**src/rtl/usonic_pkg.sv**
```systemverilog
// Shared definitions for the ultrasonic ranging chain: FSM states, default
// widths and the saturating rectifier used on the filtered sample stream.
package usonic_pkg;

  localparam int DEF_DATA_W      = 32;
  localparam int DEF_TOF_W       = 12;
  localparam int DEF_MAX_SAMPLES = 3900;

  typedef enum logic [2:0] {
    ST_IDLE    = 3'd0,
    ST_BLANK   = 3'd1,
    ST_SEARCH  = 3'd2,
    ST_CONFIRM = 3'd3,
    ST_DONE    = 3'd4
  } state_t;

  // |x| of a w-bit sample (sign-extended to DEF_DATA_W); the most-negative
  // code clamps to 2^(w-1)-1 so the result always fits in w-1 bits.
  function automatic logic [DEF_DATA_W-2:0] sat_mag(input logic signed [DEF_DATA_W-1:0] x,
                                                    input int unsigned w);
    logic [DEF_DATA_W-1:0] lim;
    logic [DEF_DATA_W-1:0] mag;
    lim = (DEF_DATA_W'(1) << (w - 32'd1)) - DEF_DATA_W'(1);
    mag = x[DEF_DATA_W-1] ? (DEF_DATA_W'(0) - $unsigned(x)) : $unsigned(x);
    return (DEF_DATA_W-1)'((mag > lim) ? lim : mag);
  endfunction

endpackage

```
**src/rtl/abs_sat.sv**
```systemverilog
// Registered saturating rectifier: one pipeline stage on the sample path,
// with the sample strobe delayed alongside it. DATA_W up to DEF_DATA_W.
module abs_sat
  import usonic_pkg::*;
#(
  parameter int DATA_W = DEF_DATA_W
) (
  input  logic              SYS_CLK,
  input  logic              RSTbar,
  input  logic              in_valid,
  input  logic [DATA_W-1:0] in_data,
  output logic              out_valid,
  output logic [DATA_W-2:0] out_mag
);

  logic [DATA_W-2:0] mag_s;
  logic              valid_r;
  logic [DATA_W-2:0] mag_r;

  assign mag_s = (DATA_W-1)'(sat_mag(DEF_DATA_W'($signed(in_data)), DATA_W));

  // magnitude and strobe pipeline register
  always_ff @(posedge SYS_CLK or negedge RSTbar) begin
    if (!RSTbar) begin
      valid_r <= 1'b0;
      mag_r   <= {(DATA_W-1){1'b0}};
    end else begin
      valid_r <= in_valid;
      mag_r   <= mag_s;
    end
  end

  assign out_valid = valid_r;
  assign out_mag   = mag_r;

endmodule

```
**src/rtl/echo_tof_detector.sv**
```systemverilog
// Time-of-flight echo detector: first sample of an N_CONFIRM-long run above
// threshold after blanking, or a timeout. Peak tracking built only with ECHO_PEAK_EN.
module echo_tof_detector
  import usonic_pkg::*;
#(
  parameter int DATA_W      = DEF_DATA_W,
  parameter int TOF_W       = DEF_TOF_W,
  parameter int N_CONFIRM   = 3,
  parameter int MAX_SAMPLES = DEF_MAX_SAMPLES
) (
  input  logic              SYS_CLK,
  input  logic              RSTbar,
  input  logic              ENA,
  input  logic              BURST_START,
  input  logic              SAMPLE_VALID,
  input  logic [DATA_W-1:0] SAMPLE_DATA,
  input  logic [DATA_W-2:0] THRESH,
  input  logic [TOF_W-1:0]  BLANK,
  output logic [TOF_W-1:0]  TOF,
  output logic [DATA_W-2:0] PEAK,
  output logic              TOF_VALID,
  output logic              TIMEOUT,
  output logic              BUSY
);

  localparam logic [TOF_W-1:0] LAST_IDX   = TOF_W'(MAX_SAMPLES - 1);
  localparam logic [TOF_W-1:0] ONE_IDX    = TOF_W'(1);
  localparam logic [3:0]       RUN_TARGET = 4'(N_CONFIRM);

  logic              s_valid_s;
  logic [DATA_W-2:0] s_mag_s;
  logic              above_s;
  logic              last_s;
  logic              run_done_s;

  state_t            state_r, state_nx_s;
  logic [DATA_W-2:0] thresh_r, thresh_nx_s;
  logic [TOF_W-1:0]  blank_r, blank_nx_s;
  logic [TOF_W-1:0]  idx_r, idx_nx_s;
  logic [TOF_W-1:0]  cand_r, cand_nx_s;
  logic [TOF_W-1:0]  tof_r, tof_nx_s;
  logic [3:0]        run_r, run_nx_s;
  logic              tof_valid_r, tof_valid_nx_s;
  logic              timeout_r, timeout_nx_s;
  logic              busy_r, busy_nx_s;

  // A sample coincident with BURST_START is dropped before the pipeline.
  abs_sat #(.DATA_W(DATA_W)) u_abs_sat (
    .SYS_CLK  (SYS_CLK),
    .RSTbar   (RSTbar),
    .in_valid (SAMPLE_VALID & ~BURST_START),
    .in_data  (SAMPLE_DATA),
    .out_valid(s_valid_s),
    .out_mag  (s_mag_s)
  );

  assign above_s    = (s_mag_s > thresh_r);
  assign last_s     = (idx_r == LAST_IDX);
  assign run_done_s = ((run_r + 4'd1) == RUN_TARGET);

  // next-state and output decode for the burst FSM
  always_comb begin
    state_nx_s     = state_r;
    thresh_nx_s    = thresh_r;
    blank_nx_s     = blank_r;
    idx_nx_s       = idx_r;
    cand_nx_s      = cand_r;
    tof_nx_s       = tof_r;
    run_nx_s       = run_r;
    tof_valid_nx_s = 1'b0;
    timeout_nx_s   = 1'b0;
    busy_nx_s      = busy_r;
    if (!ENA) begin
      state_nx_s = ST_IDLE;
      busy_nx_s  = 1'b0;
    end else if (BURST_START) begin
      thresh_nx_s = THRESH;
      blank_nx_s  = BLANK;
      idx_nx_s    = {TOF_W{1'b0}};
      run_nx_s    = 4'd0;
      busy_nx_s   = 1'b1;
      if (BLANK == {TOF_W{1'b0}}) begin
        state_nx_s = ST_SEARCH;
      end else begin
        state_nx_s = ST_BLANK;
      end
    end else if (s_valid_s && (state_r == ST_BLANK || state_r == ST_SEARCH ||
                               state_r == ST_CONFIRM)) begin
      idx_nx_s = idx_r + ONE_IDX;
      case (state_r)
        ST_BLANK: begin
          if (last_s) begin
            state_nx_s = ST_IDLE; timeout_nx_s = 1'b1; busy_nx_s = 1'b0;
          end else if (idx_r == blank_r - ONE_IDX) begin
            state_nx_s = ST_SEARCH;
          end else begin
            state_nx_s = ST_BLANK;
          end
        end
        ST_SEARCH: begin
          if (above_s) begin
            cand_nx_s = idx_r;
            run_nx_s  = 4'd1;
            if (RUN_TARGET == 4'd1) begin
              state_nx_s = ST_DONE; tof_nx_s = idx_r; tof_valid_nx_s = 1'b1; busy_nx_s = 1'b0;
            end else begin
              state_nx_s = ST_CONFIRM;
            end
          end else if (last_s) begin
            state_nx_s = ST_IDLE; timeout_nx_s = 1'b1; busy_nx_s = 1'b0;
          end else begin
            state_nx_s = ST_SEARCH;
          end
        end
        ST_CONFIRM: begin
          if (above_s) begin
            run_nx_s = run_r + 4'd1;
            if (run_done_s) begin
              state_nx_s = ST_DONE; tof_nx_s = cand_r; tof_valid_nx_s = 1'b1; busy_nx_s = 1'b0;
            end else if (last_s) begin
              state_nx_s = ST_IDLE; timeout_nx_s = 1'b1; busy_nx_s = 1'b0;
            end else begin
              state_nx_s = ST_CONFIRM;
            end
          end else begin
            run_nx_s = 4'd0;
            if (last_s) begin
              state_nx_s = ST_IDLE; timeout_nx_s = 1'b1; busy_nx_s = 1'b0;
            end else begin
              state_nx_s = ST_SEARCH;
            end
          end
        end
        default: begin
          state_nx_s = ST_IDLE;
          busy_nx_s  = 1'b0;
        end
      endcase
    end else begin
      case (state_r)
        ST_IDLE, ST_BLANK, ST_SEARCH, ST_CONFIRM: state_nx_s = state_r;
        default: begin
          state_nx_s = ST_IDLE;
          busy_nx_s  = 1'b0;
        end
      endcase
    end
  end

  // FSM state and registered outputs
  always_ff @(posedge SYS_CLK or negedge RSTbar) begin
    if (!RSTbar) begin
      state_r     <= ST_IDLE;
      thresh_r    <= {(DATA_W-1){1'b0}};
      blank_r     <= {TOF_W{1'b0}};
      idx_r       <= {TOF_W{1'b0}};
      cand_r      <= {TOF_W{1'b0}};
      tof_r       <= {TOF_W{1'b0}};
      run_r       <= 4'd0;
      tof_valid_r <= 1'b0;
      timeout_r   <= 1'b0;
      busy_r      <= 1'b0;
    end else begin
      state_r     <= state_nx_s;
      thresh_r    <= thresh_nx_s;
      blank_r     <= blank_nx_s;
      idx_r       <= idx_nx_s;
      cand_r      <= cand_nx_s;
      tof_r       <= tof_nx_s;
      run_r       <= run_nx_s;
      tof_valid_r <= tof_valid_nx_s;
      timeout_r   <= timeout_nx_s;
      busy_r      <= busy_nx_s;
    end
  end

`ifdef ECHO_PEAK_EN
  logic              track_s;
  logic              decide_s;
  logic [DATA_W-2:0] peak_nx_s;
  logic [DATA_W-2:0] peak_acc_r;
  logic [DATA_W-2:0] peak_r;

  assign track_s   = ENA && !BURST_START && s_valid_s &&
                     (state_r == ST_SEARCH || state_r == ST_CONFIRM);
  assign decide_s  = tof_valid_nx_s | timeout_nx_s;
  assign peak_nx_s = (track_s && (s_mag_s > peak_acc_r)) ? s_mag_s : peak_acc_r;

  // running maximum, published only when the burst is decided
  always_ff @(posedge SYS_CLK or negedge RSTbar) begin
    if (!RSTbar) begin
      peak_acc_r <= {(DATA_W-1){1'b0}};
      peak_r     <= {(DATA_W-1){1'b0}};
    end else begin
      if (ENA && BURST_START) begin
        peak_acc_r <= {(DATA_W-1){1'b0}};
      end else begin
        peak_acc_r <= peak_nx_s;
      end
      if (decide_s) begin
        peak_r <= peak_nx_s;
      end else begin
        peak_r <= peak_r;
      end
    end
  end

  assign PEAK = peak_r;
`else
  assign PEAK = {(DATA_W-1){1'b0}};
`endif

  assign TOF       = tof_r;
  assign TOF_VALID = tof_valid_r;
  assign TIMEOUT   = timeout_r;
  assign BUSY      = busy_r;

endmodule
```
**config.mk**
```make
export PLATFORM = sky130hd
export DESIGN_NAME = echo_tof_detector
export DESIGN_NICKNAME = d
export VERILOG_FILES = /design/src/rtl/usonic_pkg.sv /design/src/rtl/abs_sat.sv /design/src/rtl/echo_tof_detector.sv
export SDC_FILE = /design/constraint.sdc
export NUM_CORES = 1
export LEC_CHECK = 0
export ABC_AREA = 1
export BUFFER_PORTS_ARGS = -buffer_cell sky130_fd_sc_hd__buf_2
export CELL_PAD_IN_SITES_DETAIL_PLACEMENT = 0
export CELL_PAD_IN_SITES_GLOBAL_PLACEMENT = 2
export CORE_MARGIN = 2
export CORE_UTILIZATION = 33
export CTS_CLUSTER_DIAMETER = 60
export DETAILED_ROUTE_END_ITERATION = 8
export PLACE_DENSITY = 0.8
export SLEW_MARGIN = 10
export SYNTH_ARGS = -nofsm -noshare
export SYNTH_HDL_FRONTEND = slang
export SYNTH_SLANG_ARGS = --single-unit
export TNS_END_PERCENT = 1
```
**constraint.sdc**
```tcl
create_clock -name SYS_CLK -period 2.6 [get_ports SYS_CLK]
set_input_delay 0.52 -clock SYS_CLK [delete_from_list [all_inputs] [get_ports SYS_CLK]]
set_output_delay 0.52 -clock SYS_CLK [all_outputs]
set_load 0.1 [all_outputs]
```
**Word level (Yosys, flattened, before mapping)**

Index checks and enable logic that the tools add are counted.

- $add $sub $neg: 4
- Equality and inequality tests: 9
- Magnitude comparators: 2
- Reduce and logical (&&, ||, !) cells: 14
- Bitwise operators: 2
- Multiplexer cells: 45

Operator list:

| cell | count |
|---|---|
| $gt A32 B31 Y1 const B | 1 |
| $mux W32 | 1 |
| $sub A1 B32 Y32 const A | 1 |
| $gt A31 B31 Y1 | 1 |
| $mux W31 | 1 |
| $mux W12 | 2 |
| $mux W1 | 21 |
| $mux W3 | 6 |
| $mux W4 | 4 |
| $add A12 B1 Y12 const B | 1 |
| $eq A12 B12 Y1 | 1 |
| $eq A12 B12 Y1 const B | 1 |
| $logic_not A12 Y1 | 1 |
| $mux W2 | 6 |
| $sub A12 B1 Y12 const B | 1 |
| $pmux W3 S3 | 1 |
| $pmux W4 S2 | 1 |
| $eq A3 B2 Y1 const B | 2 |
| $pmux W1 S3 | 2 |
| $reduce_and A2 Y1 | 3 |
| $reduce_and A6 Y1 | 1 |
| $ne A5 B5 Y1 const B | 1 |
| $reduce_and A5 Y1 | 1 |
| $add A4 B1 Y4 const B | 1 |
| 13 further kinds | 14 |

- Output and inout bits: 46
- Bits of input ports: 80
- Logic and storage cells: 88
- Bits in registers: 121

**Depth between registers and ports, before layout**

Gate-level depths: netlist of the first run.

- Depth in word-level cells: 8
- Gate-level depth with buffers: 19
- Mapped depth without buffers: 19

**Cells and area by module**

From an unflattened synthesis of the first run, not the netlist that was laid out.

- Cell total of the unflattened synthesis: 985
- Area, all modules: 7,477.2 um^2

By module, submodules not included:

| module | area an instance (um^2) | cells an instance | instances | sequential area each (um^2) |
|---|---|---|---|---|
| echo_tof_detector | 5,612.9 | 724 | 1 | 2,227.1 |
| abs_sat | 1,864.3 | 261 | 1 | 800.8 |

**Worst setup path before layout of the first run**

No wires, ideal clock.

- Path kind: input to register
- From: input port SAMPLE_DATA[0]
- To: register u_abs_sat.mag_r[30] (netlist: u_abs_sat.out_mag[30])
- Stages on the path: 12
- Required time: 2.472 ns
- Setup time: 0.128 ns
- Setup slack: 0.648 ns
- Arrival: 1.824 ns
- Cell sequence: inv_1 > ha_1 > nand4_1 > nor2_1 > nand2_1 > nor2_2 > nand2_2 > o21ai_4 > nand2_4 > nor2_4 > a21oi_1 > nand3b_1

- Longest elaborated chain between the ends: 4

Ends and longest elaborated chain:

| item | RTL line | RTL |
|---|---|---|
| start: declaration | echo_tof_detector.sv:16 | `input logic [DATA_W-1:0] SAMPLE_DATA,` |
| $sub A1 B32 Y32 | usonic_pkg.sv:24 | `mag = x[DEF_DATA_W-1] ? (DEF_DATA_W'(0) - $unsigned(x)) : $unsigned(x);` |
| $mux W32 * | usonic_pkg.sv:24 |  |
| $gt A32 B31 Y1 | usonic_pkg.sv:25 | `return (DEF_DATA_W-1)'((mag > lim) ? lim : mag);` |
| $mux W31 * | usonic_pkg.sv:25 |  |
| via u_abs_sat.mag_s[30] | abs_sat.sv:16 | `logic [DATA_W-2:0] mag_s;` |
| end signal: assignment | abs_sat.sv:26 | `mag_r <= {(DATA_W-1){1'b0}};` |
| end signal: assignment | abs_sat.sv:29 | `mag_r <= mag_s;` |
| end: declaration | abs_sat.sv:18 | `logic [DATA_W-2:0] mag_r;` |

Mark *: on every way through the listed nets, which the timed path passes. The rest lies on a longest branch.
A chain may end at the register's enable or synchronous reset.

**Final worst setup path of the first run**

- From: register thresh_r[14]
- To: register tof_r[7] (netlist: TOF[7])

- Longest elaborated chain between the ends: 2

Ends and longest elaborated chain:

| item | RTL line | RTL |
|---|---|---|
| start: declaration | echo_tof_detector.sv:37 | `logic [DATA_W-2:0] thresh_r, thresh_nx_s;` |
| start signal: assignment | echo_tof_detector.sv:154 | `thresh_r <= {(DATA_W-1){1'b0}};` |
| start signal: assignment | echo_tof_detector.sv:165 | `thresh_r <= thresh_nx_s;` |
| $gt A31 B31 Y1 | echo_tof_detector.sv:57 | `assign above_s = (s_mag_s > thresh_r);` |
| $reduce_and A6 Y1 (no source line) | n/a |  |
| end signal: assignment | echo_tof_detector.sv:158 | `tof_r <= {TOF_W{1'b0}};` |
| end signal: assignment | echo_tof_detector.sv:169 | `tof_r <= tof_nx_s;` |
| end: declaration | echo_tof_detector.sv:41 | `logic [TOF_W-1:0] tof_r, tof_nx_s;` |

No other way between the ends.

==> results.md, run 1 <==
- Status: completed
- First-pass DRT Iterations: 4
- GPL Wtd Cong: 0.807
- Hold EP: u_abs_sat.out_valid$_DFF_PN0_
- Reg2reg start: thresh_r[14]$_DFFE_PN0P_
- Commonest register cell after synthesis: dfrtp_1
- Number of port buffers: 94
- Sequential fraction of the synthesis area: 0.427
- Fillers: about 2200
- Hold Startpoint: SAMPLE_VALID
- Die area: 0.0227 mm²
- Final nets: ~1100
- Worst path slowest cell: dfrtp_1
- Clk buf depth: 2
- Critical Path Fanout Max: 13
- Critical Path Source: thresh_r[14]$_DFFE_PN0P_
- Starting density of the core: 0.337
- CP Launch Type: register
- Power Dens Cells: about 700 mW/mm²
- Leakage power total: 4.52 nW
- Hold WC Path Type: in2reg
- Cell variety after synth: 46
- Antenna violations before repair: 0
- Fin. Hold Viols: 0
- Post-synth top area cell: dfrtp_1
- DR vias: 5745
- Fin. max-slew vios: 0
- Critical Path AT: 2.53 ns
- Final Critical Period: 2.21 ns
- Clock Skew: 0.0101 ns
- Seq cells post-synth: approximately 120
- Worst ir drop on vdd: approximately 0.00035 V
- # setup viols final: 0
- First-pass GRT wire length: 28.7 mm
- Total track usage: 0.162
- CP Cell Sequence: inv_1, ha_1, nand2_1, nor2_1, nand3_1, nor2_4, nand2_1, nand2_1, nand2_1, nand2_2, nand2_1, inv_2, nand4_2, buf_4, nand2_1, nand2_1
- Clock latency on the worst-skew pair: 0.42 ns
- WP data required: 2.92 ns
- Detailed Route Iter0 Violations: 244
- Vias in the first global route: approximately 5700
- Max stage delay on crit path: 0.32 ns
- DRC Markers: 0
- Synth top area share: 0.427
- Number of setup buffers added after CTS: 0
- Post-DP HPWL: 12.8 mm
- Async SR Flop Fraction: 1.00
- Synth top cells by count: 224 x nand2_1, 123 x inv_1, 121 x dfrtp_1, 100 x nor2_1
- Root buffer cell: clkbuf_16
- Worst Hold Depth: 3
- ANT nets after route: 0
- Post-detailed-routing wire length: 16.9 mm
- R2r worst-path depth: 16
- Fmax achieved: around 450 MHz
- CTS tree: done
- Worst-path clk slew: 0.06 ns
- Placed Cells: 1261
- Largest cells by area after synthesis: dfrtp_1 43%, nand2_1 12%, inv_1 6.5%, ha_1 6.4%, nor2_1 5.3%
- I/O pin cnt: 126
- Layout cells sized above 1: 0.171
- P&R area growth vs syn: 20.1%
- Tcrit/Tclk final: 0.851
- EDFF count, synth: 0
- Num rows: 53
- Total power: 5.80 mW
- Avg Inst Size Synth: 7.84 µm²
- Multi-input gate area: 0.00338 mm²
- Maxcap violations: 0
- CP Class: reg2reg
- Via density: 4.44
- Worst R2R Setup Slack: 0.39 ns
- Post-DR wirelength/cell: 13.0 µm
- Largest net degree at the start of global routing: 82
- Count leader, synth: nand2_1
- RR Endpoint: TOF[7]$_DFFE_PN0P_
- Mapped cell area: about 0.007 mm²
- H-tree lvl count: 4
- Synthesized instance count: 904
- Overflow left after global routing: 0
- Most common cell on crit path: nand2_1
- Core area: ~0.021 mm²
- Register area: 0.00303 mm²
- Synthesis warning total: 0
- Die X: 151 µm
- Critical Path Sink Type: register
- # diodes: 0
- Number of buffers created by CTS: 17
- Non-Filler Instances: 1294
- Die Y: 151 µm
- Clock Sinks: 121
stage by stage:
step                hold WS, ns  setup slack, ns  cell area (µm²)  utilization  TNS, ns
global placement          0.348            0.250             7810        0.371        0
finish                    0.303            0.387             8510        0.405        0
detailed placement        0.348            0.232             7810        0.371        0
global route              0.304          -0.0158             8510        0.405  -0.0214
floorplan                 0.224            0.648             7200            -        0
CTS                       0.285            0.232             8490        0.404        0
final cells by class:
class,instances,area share
inverter,128,0.0568
clock buffer,18,0.0504
sequential,121,0.356
tap,275,0.0404
clock inverter,14,0.0287
multi-input combinational,634,0.397
timing repair buffer,104,0.0706
repair_timing:
item	4_1_cts	5_1_grt
endpoints found under the setup margin	0	25
hold buffers	1	0
resized for setup	0	4
hold endpoints to repair	3	0
critical path, delay by kind of cell (launching register included):
family	cells	cell delay, ns
AND/OR/NAND/NOR	12	1.14
flip-flops	1	0.32
adder cells (fa/ha/maj)	1	0.29
buffers and inverters	3	0.38
flip-flops by register name (all words and copies together) (netlist names), 3 cells and up:
register	cells
TOF	12
blank_r	12
cand_r	12
idx_r	12
run_r	4
state_r	3
thresh_r	31
u_abs_sat.out_mag	31
worst max-delay path by stage:
stage,end,slack (ns),depth (start not counted)
detailed placement,u_abs_sat.out_mag[26]$_DFF_PN0_,0.23,13
finish,TOF[7]$_DFFE_PN0P_,0.39,16
global route,TOF[7]$_DFFE_PN0P_,-0.02,16
CTS,cand_r[1]$_DFFE_PN0P_,0.23,15
floorplan,u_abs_sat.out_mag[30]$_DFF_PN0_,0.65,12
global placement,u_abs_sat.out_mag[26]$_DFF_PN0_,0.25,13
cells in the final DEF, fill, tap and decap left out, types with 2 or more instances in the layout:
cell type and count:
a21o_1 3, a21oi_1 47, a31oi_1 2, and3_1 2, buf_12 4, buf_2 93
buf_4 6, bufinv_16 6, clkbuf_16 17, clkinv_4 3, clkinvlp_4 2, conb_1 31
dfrtp_1 121, ha_1 36, inv_1 123, inv_2 4, inv_6 2, mux2_2 5
nand2_1 223, nand2_2 6, nand3_1 47, nand3b_1 4, nand4_1 10, nor2_1 99
nor2_2 4, nor2_4 5, nor3_1 4, nor3_2 2, nor4_1 4, o21a_1 2
o21ai_0 34, o22ai_1 6, o31ai_1 4, o32ai_1 2, or2_1 3, or2_2 4
xnor2_1 12, xor2_1 23
cell families after synthesis:
kind of cell | synth area share
other | 0.000529
AND/OR/NAND/NOR | 0.259
multiplexers | 0.00795
buffers and inverters | 0.114
adder cells (fa/ha/maj) | 0.0636
XOR/XNOR | 0.0433
AO/OA/AOI/OAI | 0.0848
flip-flops | 0.427
power by group:
| part | internal, mW | total (mW) | switching, mW |
|---|---|---|---|
| combinational | 0.316 | 1.00 | 0.686 |
| clock | 1.80 | 2.69 | 0.891 |
| sequential | 2.03 | 2.10 | 0.0732 |
layer usage:
metal,wire [µm],GRT usage,vias up
met1,8020,0.216,2626
met4,208,0.0505,0
met3,682,0.0355,17
met5,0,0,-
met2,7940,0.262,110
li1,-,-,2992
No activity file was read; power rests on OpenSTA's default activity.
==> run 2: changes to the inputs <==
- ABC_AREA: 1 -> not set
- CORE_UTILIZATION: 33 -> 35
- PLACE_DENSITY: 0.8 -> 0.79
==> run 2 against run 1 <==
Effect of this change:
- register-to-register slack worse by 0.31 ns
- critical path depth down 5
- core utilization up 3.7 points
- first-iteration DRC count down 33%
- wire length down 4.4%
- global-route usage about the same
- clock-buffer cell count down 1
- synthesized area down 2.1%
- flip-flop and latch count unchanged
- critical path type unchanged
==> results.md, run 2 <==
- Final hold slack: 0.0730 ns (-0.230 ns)
- Seq cells post-synth: 121 (unchanged)
- Final nets: 923 (-18%)
- Synth top cells by count: 121 x dfrtp_1, 76 x nand2_1, 67 x mux2_2, 50 x inv_1, 42 x o21ai_0
- Commonest register cell after synthesis: dfrtp_1
- Critical Path AT: 2.84 ns (+0.31 ns)
- Clk buf depth: 2 (unchanged)
- H-tree lvl count: 4 (unchanged)
- First-pass DRT Iterations: 4 (unchanged)
- Overflow left after global routing: 0 (unchanged)
- Critical Path Source: u_abs_sat.out_mag[24]$_DFF_PN0_
- Largest cells by area after synthesis: dfrtp_1 44%, mux2_2 11%, ha_1 6.5%, nand2_1 4.1%, xor2_1 3.9%
- Status: completed
- Placed Cells: 1048 (-17%)
- Critical Path Fanout Max: 7 (-6)
- Async SR Flop Fraction: 1.00 (unchanged)
- Reg2reg start: u_abs_sat.out_mag[24]$_DFF_PN0_
- Fin. max-slew vios: 0 (unchanged)
- DRC Markers: 0 (unchanged)
- I/O pin cnt: 126 (unchanged)
- Number of port buffers: 94 (unchanged)
- Clock Skew: 0.0126 ns (+0.00250 ns)
- Clock Sinks: 121 (unchanged)
- Metal1 wirelength: 7.08 mm (-12%)
- Post-synth top area cell: dfrtp_1
- Worst R2R Setup Slack: 0.08 ns (-0.31 ns)
- Final Critical Period: 2.52 ns (+0.312 ns)
- Avg Inst Size Synth: 10.0 µm² (+28%)
- Uppermost routed layer: met4
- Metal3 WL: 700 µm (+2.6%)
- # setup viols final: 0 (unchanged)
- DR vias: 5332 (-7.2%)
- Die area: 0.0210 mm² (-7.5%)
- Synthesis warning total: 0 (unchanged)
- Vias in the first global route: 5410 (-5.2%)
- GPL Wtd Cong: 0.862 (+6.8%)
- Root buffer cell: clkbuf_16
- WP data required: 2.91 ns (about the same)
- EDFF count, synth: 0 (unchanged)
- Fin. Hold Viols: 0 (unchanged)
- Detailed Route Iter0 Violations: 163 (-33%)
- Max-Slew Margin vs Limit: 0.616
- Critical Path Sink Type: register
- Mapped cell area: 0.00694 mm² (-2.1%)
- Count leader, synth: dfrtp_1
- Post-detailed-routing wire length: 16.1 mm (-4.4%)
- CTS tree: done
- First-pass GRT wire length: 26.5 mm (-7.6%)
- Die Y: 145 µm (-3.8%)
- Post-DP HPWL: 12.1 mm (-5.1%)
- Cell variety after synth: 66 (+43%)
- Non-Filler Instances: 1086 (-16%)
- Tcrit/Tclk final: 0.971 (+0.120)
- Largest net degree at the start of global routing: 49 (-40%)
- Via density: 4.91 (+11%)
- Post-DR wirelength/cell: 14.8 µm (+14%)
- Sequential fraction of the synthesis area: 0.437 (+0.00925)
- CP Class: reg2reg
- Worst Tran Pin Value: 0.576 ns
- CP Launch Type: register
- Core area: 0.0195 mm² (-7.4%)
- Power Dens Cells: 682 mW/mm² (+0.12%)
- Synthesized instance count: 692 (-23%)
- Total track usage: 0.162 (about the same)
- Num rows: 51 (-3.8%)
- Commonest non-fill, non-tap cell in the layout: dfrtp_1
- RR Endpoint: TOF[11]$_DFFE_PN0P_
- P&R area growth vs syn: 23.9%
- Most frequent cells in the layout: 120 x dfrtp_1, 93 x buf_2, 75 x nand2_1
- Clock latency on the worst-skew pair: 0.42 ns (about the same)
- Layout cells sized above 1: 0.309 (+0.138)
- Die X: 145 µm (-3.8%)
- Worst-path clk slew: 0.06 ns (about the same)
- Hold-fix buffers, CTS: 0 (-1)
- Number of buffers created by CTS: 17 (unchanged)
- R2r worst-path depth: 11 (-5)
- Hold WC Path Type: in2async
- Fmax achieved: 396 MHz (-12%)
- Maxcap violations: 0 (unchanged)
- Antenna violations before repair: 1 (+1)
- Starting density of the core: 0.356 (+0.0193)
- RSZ-0062 raised after global routing: yes
- Synth top area share: 0.437 (+0.00925)
- Leakage power total: 4.11 nW (-8.9%)
- ANT nets after route: 0 (unchanged)
- Worst ir drop on vdd: 0.000480 V (+38%)
- Wire length on met2: 8.08 mm (+1.8%)
run 2: cell types whose count changed after synthesis, moves of 13 or more:
| cell | previous run | this run |
|---|---|---|
| inv_1 | 123 | 50 |
| nand3_1 | 47 | 9 |
| mux2_2 | 5 | 67 |
| nor2_1 | 100 | 25 |
| a21oi_1 | 47 | 27 |
| nand2_1 | 224 | 76 |
| clkbuf_1 | 8 | 21 |
run 2: area by class of cell:
class,instances,area (µm²)
diodes,1,2.50
clock buffers,17,425
clock inverters,15,236
fillers,1890,10900
inverters,50,188
multi-input cells,490,3600
flip-flops and latches,121,3030
well taps,265,332
repair buffers,127,779
run 2: logic make-up after synthesis:
kind of cell               count (synthesis)  synth area share
DFF                                      121             0.437
muxes                                     67             0.109
buffers and inverters                    111            0.0803
AOI/OAI and AO/OA                        131             0.121
adders and majority gates                 36            0.0649
xor gates and xnor gates                  42            0.0530
other                                      1          0.000541
and+or+nand+nor                          183             0.135
run 2: through the flow:
stage / setup TNS [ns] / area (µm²) / util / worst slack, ns / power [mW]
finish: 0 / 8590 / 0.442 / 0.0750 / 5.86
floorplan: 0 / 7050 / - / 0.152 / 2.91
global route: -0.267 / 8590 / 0.442 / -0.0326 / 6.17
CTS: 0 / 8410 / 0.432 / 0.00458 / 5.88
detailed placement: -1.16 / 7730 / 0.397 / -0.104 / 3.20
global placement: -0.887 / 7730 / 0.397 / -0.0747 / 3.16
run 2: report_power, final:
part | switching (mW) | leakage (nW) | internal (mW) | total (mW)
Sequential | 0.104 | 1.52 | 2.04 | 2.14
Combinational | 0.661 | 2.27 | 0.423 | 1.08
Clock | 0.916 | 0.320 | 1.72 | 2.64
run 2: repair_timing:
item,4_1_cts,5_1_grt
setup buffers,0,4
resized for setup,2,21
pin swaps,3,10
cloned,0,1
endpoints found under the setup margin,12,26
run 2: routing by layer:
layer	GRT usage	vias to the layer above
met3	0.0441	24
li1	-	2619
met2	0.275	131
met5	0	-
met4	0.0593	0
met1	0.197	2558
run 2: worst max path at each step:
stage,endpoint,slack (ns)
global placement,TOF[0]$_DFFE_PN0P_,-0.07
detailed placement,TOF[11]$_DFFE_PN0P_,-0.10
floorplan,TOF[10]$_DFFE_PN0P_,0.15
CTS,TOF[11]$_DFFE_PN0P_,0.005
finish,TOF[11]$_DFFE_PN0P_,0.08
global route,TOF[7]$_DFFE_PN0P_,-0.03
run 2: worst max-delay path, cell delays in order (launching register included):
cell	delay (ns)
dfrtp_1	0.41
ha_4	0.28
nand4_1	0.17
nor4_1	0.27
buf_4	0.15
and2b_1	0.15
o21ai_2	0.08
a21oi_2	0.16
buf_6	0.12
nand4_4	0.15
clkbuf_16	0.20
mux2_2	0.26
==> run 3: changes to the inputs <==
- CORE_MARGIN: 2 -> not set
- RECOVER_POWER: not set -> 25
- SLEW_MARGIN: 10 -> not set
==> run 3 against run 2 <==
Effect of this change:
- the flow now finishes with violations (capacitance limit, slew limit)
- combinational power is essentially flat
- largest cell class unchanged
- non-clock buffer count shrank 2
- first-iteration DRC count grew 53%
- clock skew shrank 0.0019 ns
- final cell count shrank 0.28%
- wire length shrank 2.0%
==> results.md, run 3 (same netlist as run 2, synthesis figures left out) <==
- GRT busiest layer: met2
- Worst ir drop on vdd: 0.000449 V (-6.6%)
- Fmax achieved: 412 MHz (+4.1%)
- Antenna violations before repair: 0 (-1)
- Worst-path clk slew: 0.06 ns (about the same)
- Total track usage: 0.166 (+0.00395)
- First-pass DRT Iterations: 6 (+2)
- Hold-fix buffers, CTS: 0 (unchanged)
- Detailed Route Iter0 Violations: 249 (+53%)
- CTS tree: done
- Clk pwr share: 0.444 (-0.006)
- Fillers: 1919 (+1.5%)
- Placed inst area: 0.00773 mm² (about the same)
- Starting density of the core: 0.356 (unchanged)
- CP bufs+invs: 0 (-3)
- RR Endpoint: state_r[0]$_DFFE_PN0P_
- DRC Markers: 0 (unchanged)
- Seq pwr share: 0.373 (+0.008)
- CP Depth: 7 (-4)
- I/O pin cnt: 126 (unchanged)
- Maxcap violations: 1 (+1)
- Die X: 143 µm (-1.4%)
- Post-detailed-routing wire length: 15.8 mm (-2.0%)
- Net Sw Frac: 0.290 (+0.00326)
- CP Launch Type: register
- Clock latency on the worst-skew pair: 0.42 ns (about the same)
- Total power: 5.71 mW (-2.6%)
- H-tree lvl count: 4 (unchanged)
- Post-DP HPWL: 11.9 mm (-2.1%)
- Routing usage on met1: 0.208 (+0.0113)
- Critical Path Source: blank_r[0]$_DFFE_PN0P_
- Switching power total: 1.66 mW (-1.5%)
- Non-Filler Instances: 1083 (-0.28%)
- Register area: 0.00303 mm² (unchanged)
- Status: finished, violations left
- Layout cells sized above 1: 0.293 (-0.0151)
- First-pass GRT wire length: 26.0 mm (-1.7%)
- GR met2 Demand/Resource: 0.280 (+0.00485)
- Commonest non-fill, non-tap cell in the layout: dfrtp_1
- ANT nets after route: 0 (unchanged)
- Fin. Hold Viols: 0 (unchanged)
- Final hold slack: 0.326 ns (+0.253 ns)
- CP Class: reg2reg
- Power Dens Cells: 678 mW/mm² (-0.65%)
- Hold EP: thresh_r[3]$_DFFE_PN0P_
- Via density: 4.91 (about the same)
- Hold Startpoint: THRESH[3]
- Clock Skew: 0.0107 ns (-0.00191 ns)
- GPL Wtd Cong: 0.841 (-2.4%)
- Number of buffers created by CTS: 17 (unchanged)
- Worst path slowest cell: or4_4
- RSZ-0062 raised after global routing: no
- Critical Path Fanout Max: 6 (-1)
- Worst Hold Depth: 2
- Multi-input gate area: 0.00351 mm² (-2.5%)
- Final Critical Period: 2.43 ns (-0.0988 ns)
- Max stage delay on crit path: 0.54 ns (+0.13 ns)
- P&R area growth vs syn: 21.5%
- Num rows: 51 (unchanged)
- Worst Tran Pin Value: 1.70 ns (+1.13 ns)
- Vias in the first global route: 5193 (-4.0%)
- DR vias: 5316 (-0.30%)
- Tcrit/Tclk final: 0.933 (-0.0380)
- Clock Sinks: 121 (unchanged)
- Final instance area: 0.00843 mm² (-2.0%)
- Clk buf depth: 2 (unchanged)
- Largest net degree at the start of global routing: 122 (+150%)
- R2r worst-path depth: 7 (-4)
- Leakage power total: 4.07 nW (-0.96%)
- Placed Cells: 1047 (-0.095%)
- Failing checks: capacitance limit, slew limit
- Core area: 0.0195 mm² (unchanged)
- Crit path max-delay family: compound AO/OA/AOI/OAI gates
- Post-DR wirelength/cell: 14.6 µm (-1.8%)
- Met3 GRT Util: 0.0426 (-0.00150)
- Critical Path AT: 2.73 ns (-0.11 ns)
- Die Y: 143 µm (-1.4%)
- Root buffer cell: clkbuf_16
- Int Pwr: 4.05 mW (-3.0%)
- WP data required: 2.90 ns (about the same)
- Finished Core Util: 0.433 (-0.00861)
- Hold WC Path Type: in2reg
- Max-Slew Margin vs Limit: -0.137 (-0.753)
- Fin. max-slew vios: 122 (+122)
- Worst R2R Setup Slack: 0.17 ns (+0.10 ns)
- Number of port buffers: 94 (unchanged)
- Critical Path Sink Type: register
- CP Cell Sequence: or4_4, or3_4, o32a_1, a21boi_2, o2111ai_2, a32oi_1, o21ai_1
- Overflow left after global routing: 0 (unchanged)
- Most frequent cells in the layout: 120 x dfrtp_1, 92 x buf_2, 75 x nand2_1
- Reg2reg start: blank_r[0]$_DFFE_PN0P_
- Combinational Power Share: 0.183 (-0.002)
- # setup viols final: 0 (unchanged)
- Die area: 0.0204 mm² (-2.7%)
- # diodes: 0 (-1)
- Final nets: 921 (-0.22%)
run 3: cell types whose count changed in the layout (fill, tap and decap cells not counted), moves of 2 or more:
| cell | before | now |
|---|---|---|
| inv_1 | 47 | 50 |
| clkinvlp_4 | 1 | 3 |
| inv_2 | 3 | 0 |
| ha_1 | 30 | 36 |
| ha_4 | 6 | 0 |
| clkbuf_4 | 0 | 2 |
run 3: how the worst max path moves through the flow:
stage | to | slack, ns
CTS | state_r[0]$_DFFE_PN0P_ | 0.01
floorplan | TOF[10]$_DFFE_PN0P_ | 0.15
global placement | TOF[11]$_DFFE_PN0P_ | -0.06
global route | state_r[0]$_DFFE_PN0P_ | 0.02
finish | state_r[0]$_DFFE_PN0P_ | 0.17
detailed placement | TOF[11]$_DFFE_PN0P_ | -0.07
run 3: cell type report:
| type | count | share of cell area |
|---|---|---|
| flip-flops and latches | 121 | 0.359 |
| clock inverters | 15 | 0.0252 |
| repair buffers | 125 | 0.0866 |
| multi-input cells | 490 | 0.417 |
| clock buffers | 17 | 0.0505 |
| well taps | 265 | 0.0393 |
| inverters | 50 | 0.0223 |
run 3: per-layer routing:
| layer | up-vias | wire [µm] |
|---|---|---|
| met5 | - | 0 |
| met4 | 0 | 144 |
| met3 | 11 | 662 |
| li1 | 2605 | - |
| met1 | 2576 | 7210 |
| met2 | 124 | 7770 |
run 3: power by group through the flow:
| stage | registers (mW) | logic (mW) | clock network [mW] |
|---|---|---|---|
| final | 2.13 | 1.05 | 2.54 |
| after floorplan | 2.14 | 0.767 | 0 |
| after CTS | 2.13 | 1.03 | 2.60 |
| after global placement | 2.16 | 1.00 | 0 |
| after global routing | 2.15 | 1.16 | 2.69 |
| after detailed placement | 2.16 | 1.02 | 0 |
run 3: repair_timing:
item                                    4_1_cts  5_1_grt
gates resized for setup                       1       10
setup buffers                                 0        4
pin swaps                                     0       11
endpoints found under the setup margin       12       21
run 3: per-stage QoR:
step	TNS, ns	setup slack (ns)
after detailed placement	-0.766	-0.0688
after global routing	0	0.0188
after global placement	-0.740	-0.0608
final	0	0.174
after CTS	0	0.0126
after floorplan	0	0.152
